$ cat config.mk
export PLATFORM = sky130hd
export DESIGN_NAME = ram_mar_responder
export DESIGN_NICKNAME = d
export VERILOG_FILES = /design/src/rtl/ram_mar_responder.sv
export SDC_FILE = /design/constraint.sdc
export NUM_CORES = 1
export LEC_CHECK = 0
export ABC_AREA = 1
export BUFFER_PORTS_ARGS = -buffer_cell sky130_fd_sc_hd__buf_2
export CORE_MARGIN = 2
export CORE_UTILIZATION = 60
export CTS_CLUSTER_SIZE = 16
export DETAILED_ROUTE_END_ITERATION = 8
export GPL_TIMING_DRIVEN = 0
export HOLD_SLACK_MARGIN = 0.06
export PLACE_DENSITY = 0.79
export SYNTH_ARGS = -nofsm -noshare
export SYNTH_HDL_FRONTEND = slang
export SYNTH_SLANG_ARGS = --single-unit
export TNS_END_PERCENT = 50
$ cat constraint.sdc
create_clock -name clk -period 5.8 [get_ports clk]
set_clock_uncertainty 0.05 [all_clocks]
set_input_delay 0.87 -clock clk [delete_from_list [all_inputs] [get_ports clk]]
set_output_delay 0.87 -clock clk [all_outputs]
set_load 0.1 [all_outputs]
$ cat src/rtl/ram_mar_responder.sv
// MAR + RAM bus responder with a byte-stream program loader for the 8-bit CPU.
// Optional macro RAM_CLEAR_ON_RESET_EN: asynchronous reset also zeroes the RAM.
module ram_mar_responder #(
    parameter int ADDR_W = 4,
    parameter int DATA_W = 8
) (
    input  logic              clk,
    input  logic              rst,
    input  logic [DATA_W-1:0] bus_in,
    output logic [DATA_W-1:0] bus_out,
    output logic              bus_oe,
    input  logic              mar_load,
    input  logic              ram_out,
    input  logic              ram_write,
    input  logic              prog_mode,
    input  logic              prog_valid,
    input  logic [DATA_W-1:0] prog_data,
    output logic              prog_ready,
    output logic              prog_done,
    output logic [ADDR_W-1:0] mar_value,
    output logic              bus_conflict
);

    localparam int DEPTH = 2 ** ADDR_W;

    typedef enum logic [1:0] {
        RUN  = 2'd0,
        LOAD = 2'd1,
        DONE = 2'd2
    } state_e;

    state_e              state_q, state_d;
    logic [ADDR_W-1:0]   mar_q, mar_d;
    logic [ADDR_W-1:0]   ptr_q, ptr_d;
    logic                conflict_q, conflict_d;
    logic [DATA_W-1:0]   mem [DEPTH];

    logic                mem_we;
    logic [ADDR_W-1:0]   mem_waddr;
    logic [DATA_W-1:0]   mem_wdata;

    // NOTE: every output of this block gets a default first, so no path leaves a latch behind.
    always_comb begin
        state_d    = state_q;
        mar_d      = mar_q;
        ptr_d      = ptr_q;
        conflict_d = conflict_q;
        mem_we     = 1'b0;
        mem_waddr  = mar_q;
        mem_wdata  = bus_in;
        bus_oe     = 1'b0;
        prog_ready = 1'b0;
        prog_done  = 1'b0;

        unique case (state_q)
            RUN: begin
                bus_oe = ram_out & ~rst;
                if (mar_load) mar_d = bus_in[ADDR_W-1:0];
                // A read always wins over a simultaneous write; the clash is latched as an error.
                if (ram_write && ram_out) conflict_d = 1'b1;
                else if (ram_write)       mem_we     = 1'b1;
                if (prog_mode) begin
                    state_d = LOAD;
                    ptr_d   = '0;
                end
            end
            LOAD: begin
                prog_ready = ~rst;
                if (prog_valid) begin
                    mem_we    = 1'b1;
                    mem_waddr = ptr_q;
                    mem_wdata = prog_data;
                    if (ptr_q == {ADDR_W{1'b1}}) state_d = DONE;
                    else                         ptr_d   = ptr_q + 1'b1;
                end
                if (!prog_mode) state_d = RUN;
            end
            DONE: begin
                prog_done = ~rst;
                if (!prog_mode) state_d = RUN;
            end
            default: state_d = RUN;
        endcase

        bus_out = bus_oe ? mem[mar_q] : '0;
    end

    assign mar_value    = mar_q;
    assign bus_conflict = conflict_q;

    // NOTE: sequential state uses non-blocking assignments only, so every flop samples pre-edge values.
    always_ff @(posedge clk or posedge rst) begin
        if (rst) begin
            state_q    <= RUN;
            mar_q      <= '0;
            ptr_q      <= '0;
            conflict_q <= 1'b0;
        end else begin
            state_q    <= state_d;
            mar_q      <= mar_d;
            ptr_q      <= ptr_d;
            conflict_q <= conflict_d;
        end
    end

`ifdef RAM_CLEAR_ON_RESET_EN
    always_ff @(posedge clk or posedge rst) begin
        if (rst) begin
            for (int i = 0; i < DEPTH; i++) mem[i] <= '0;
        end else if (mem_we) begin
            mem[mem_waddr] <= mem_wdata;
        end
    end
`else
    // NOTE: the RAM array is deliberately left without reset so contents survive rst.
    always_ff @(posedge clk) begin
        if (mem_we) mem[mem_waddr] <= mem_wdata;
    end
`endif

endmodule

* Word-level counts from Yosys, hierarchy flattened
Memory sizes are Yosys's and may differ from the RTL's.
Index checks and enable logic that the tools add are counted.
** Cells by class
- Bitwise operators :: 2
- Equal/unequal tests :: 9
- Reductions and logical operators :: 7
- $add $sub $neg :: 1
- Muxes and demuxes :: 24
** Operators by type and width (count)
- two-way mux 8 bit :: 3
- two-way mux 4 bit :: 5
- two-way mux 2 bit :: 5
- two-way mux 1 bit :: 8
- != test 2 bit, second input constant :: 4
- one-hot mux 4 bit (2 select lines) :: 1
- AND reduction 4 bit :: 2
- != test 3 bit, second input constant :: 2
- one-hot mux 2 bit (3 select lines) :: 1
- adder 4 x 1 -> 4 bit, second input constant :: 1
- == test 4 bit, second input constant :: 1
- AND reduction 2 bit :: 2
- == test 2 x 1 -> 1 bit, second input constant :: 1
- == test 2 bit, second input constant :: 1
- logical NOT 2 bit :: 1
- one-hot mux 1 bit (2 select lines) :: 1
- nonzero test 2 bit :: 1
- AND 1 bit :: 1
- logical AND 1 bit :: 1
- inverter 1 bit :: 1
** Storage, ports and cells
- Output and inout port bits :: 16
- Memories kept :: 1
- Logic and storage cells :: 48
- RAM bits :: 128
- Bits in registers :: 11
** Memories
- mem :: depth 16, bits a word 8, read ports 1, clocked after Yosys merged registers in 0, wr ports 1, line 36 : logic [DATA_W-1:0] mem [DEPTH];

* Depth between registers and ports, before layout
- Depth after elaboration :: 5
- Depth in mapped cells :: 10
- Mapped depth without buffers :: 9

* Least setup slack after synthesis
No wires, ideal clock.
- Path type :: in2out
- Start :: input rst
- End :: output bus_out[0]
- Arrival time :: 3608 ps
- Stages :: 5
- Slack :: 1272 ps
- Required time :: 4880 ps
- Path buffers :: 0
- Path through :: inv_1 nand2_1 nor2_2 nand2_1 nor2_1
** Between the ends
- Longest elaborated chain between the ends :: 4
** RTL lines
- from (decl) :: line 8 : input logic rst,
- inverter 1 bit :: line 57 : bus_oe = ram_out & ~rst;
- AND 1 bit :: line 57
- two-way mux 1 bit :: line 55 : unique case (state_q)
- net bus_oe :: line 11 : output logic bus_oe,
- two-way mux 8 bit :: line 85 : bus_out = bus_oe ? mem[mar_q] : '0;
- to (decl) :: line 10 : output logic [DATA_W-1:0] bus_out,
The timed path passes the listed nets, and every way through them passes these cells.

* Worst setup path after layout
- Start :: register mar_q[1], in the netlist mar_value[1]
- End :: output bus_out[1]
** Between the ends
- Longest elaborated chain between the ends :: 2
** RTL lines
- from (decl) :: line 33 : logic [ADDR_W-1:0] mar_q, mar_d;
- from (signal assigned) :: line 100 : mar_q <= mar_d;
- memory (16 x 8 bit)
- two-way mux 8 bit :: line 85
Every way passes these cells.

==> qor.csv <==
metric;value;unit
outcome;completed;
insertion_delay;530;ps
vias_per_cell;5.523;
drtIter0Drc;640;
cts_buffer_depth;2;
fmax;280.2;MHz
synth_area_leaders;edfxtp_1, nand2_1, inv_1;
htree_levels;4;
worst_slew_pin_slew;966.6;ps
finalCriticalPeriod;3570;ps
clock_sinks;139;
grtUsageMet1;0.3918;
place_congestion;0.8727;
ff2ff_path_depth;5;
timing.rr.end;mem[6][7];
die_y;107.1;um
critPathLaunchType;register;
routed_wl;15540;um
yosysSeqAreaShare;0.6457;
io_buffer_count;38;
finalCritPeriodShare;0.6154;
place_inst;843;
critPathMaxStageDelay;450;ps
setup_slack;2230;ps
top_usage_layer;met2;
synth_cell_types;26;
grt_max_degree;17;
synth_nets;693;
antenna_found_initial;0;
drtPass1Iterations;6;
ant_nets;0;
setup_viol;0;
slew_violations;0;
cp_max_fo;10;
row_count;37;
relSlewSlack;0.3555;
dp_hpwl;10060;um
netlist_area;6379;um^2
diodes;0;
drive_gt1_frac;0.1434;
post_cts_resized;0;
cts_tree;yes;
grt_pass1_wl;24050;um
die_w;107.1;um
core_area;10320;um^2
crit_arrival;2650;ps
dpl_worst_slack;2321;ps
wl_per_cell;17.76;um
cts_setup_buffers;0;
cp-end-kind;output port;
dieArea;11470;um^2
setup.worst_path.end;bus_out[1];
drc;0;
grt_usage;0.2901;
boundaryPins;39;
setup_tns;0;ps
critPathKind;reg2out;
reg2reg_slack;3200;ps
met3_usage;0.06565;
syn2layout_area_growth;14.18;%
clk_pin_slew;60;ps
num_vias;4833;
total_power;2.529;mW
slowest_stage;buf_2;
hp-class;in2async;
worst-endpoint-required;4880;ps
ctsHoldBuffers;0;
synth_seq_cells;139;
yosysTopAreaCellShare;0.6026;
pwr_density_cell;347.2;nW/um^2
avgSynthCellArea;9.535;um^2
fin_nets;750;
yosys.area.top_type;edfxtp_1;
cap_violations;0;
ir_drop;0.2456;mV
final_cells;875;
gr-total-overflow;0;
grt_pass1_vias;4726;
synthCells;669;
met2_usage;0.4507;
startpoint;mar_value[1];
hold_viol;0;
cts_buffers;17;
rr_startpoint;mar_value[1];
hold_ws;317.8;ps
start_util;0.6179;
worstPathCellList;buf_2 > clkinv_1 > buf_2 > nand3_1 > nand3_1 > nand2_1 > nand2_1 > nand2_1 > nor2_1 > buf_2;
p_leak;3.274;nW
root_buffer;clkbuf_8;
ys_warn_count;0;
rsz0062_at_grt;no;
## cell usage in the layout (no fill, tap or decap), types with 2 or more instances in the layout
master	instances
clkbuf_1	7
buf_2	55
clkbuf_16	16
a21oi_1	14
nand2_1	204
o21ai_2	2
dfrtp_1	11
o21ai_0	6
edfxtp_1	128
inv_1	126
inv_2	2
nand3_1	93
buf_4	3
inv_6	3
nor2_1	36
nor2_2	2
nand2_2	6
clkinv_1	4
clkinvlp_4	7
clkinv_2	2
## cell type report
cell class              count  area (um^2)
clock inverters            14        122.6
fillers                   728         3040
plain buffers              27        141.4
clock buffers              18        417.9
repair buffers             38        190.2
well taps                 136        170.2
inverters                 131        491.7
multi-input cells         372         1630
flip-flops and latches    139         4119
## metal layers
| metal | wire [um] | share of wire |
|---|---|---|
| met1 | 6084 | 0.39 |
| met4 | 504 | 0.032 |
| met5 | 0 | 0 |
| met3 | 1612 | 0.10 |
| met2 | 7337 | 0.47 |
## how the worst min path moves through the flow
stage                   end  slack [ps]
3_5_place_dp   bus_conflict         420
4_1_cts          state_q[0]         330
3_3_place_gp     state_q[0]         390
6_report         state_q[0]         320
2_1_floorplan    state_q[0]         380
5_1_grt            ptr_q[2]         360
## critical path: cells and delay by family, from the launching register on
kind,cells,cell delay [ps]
simple gates,6,660
buf+inv,4,1060
flops,1,390
## cell usage after synthesis
master,count
a21oi_1,14
a21oi_4,1
a311oi_1,1
a31o_2,1
and3_1,1
buf_2,17
buf_4,3
buf_6,1
clkbuf_1,6
clkinv_1,3
dfrtp_1,11
edfxtp_1,128
ha_1,1
inv_1,126
inv_2,2
nand2_1,204
nand2_2,6
nand2_4,1
nand3_1,93
nor2_1,36
nor2_2,2
o21ai_0,7
o21ai_1,1
o21ai_2,1
o31ai_4,1
or2_2,1
## power breakdown
group          switching (mW)  internal (mW)  total [mW]
combinational           0.298         0.0945       0.392
clock                   0.421          0.568       0.989
sequential             0.0132           1.13        1.15
## registers in the layout, summed over array words and instances (netlist names)
register	flops
mar_value	4
mem	128
ptr_q	4
bus_conflict	1
state_q	2
## through the flow
| step | utilization | area (um^2) |
|---|---|---|
| floorplan | - | 6379 |
| global placement | 0.6528 | 6739 |
| detailed placement | 0.6531 | 6743 |
| CTS | 0.7055 | 7283 |
| global route | 0.7055 | 7283 |
| finish | 0.7055 | 7283 |
## kinds of logic (layout without fill, tap and decap cells)
group,after synthesis,count (layout),share of synthesized area
simple gates,344,344,0.2258
compound gates,27,27,0.02727
buf+inv,158,228,0.09925
flops,139,139,0.6457
fa+ha+maj,1,1,0.001961
Power figures use the tool's default switching activity.
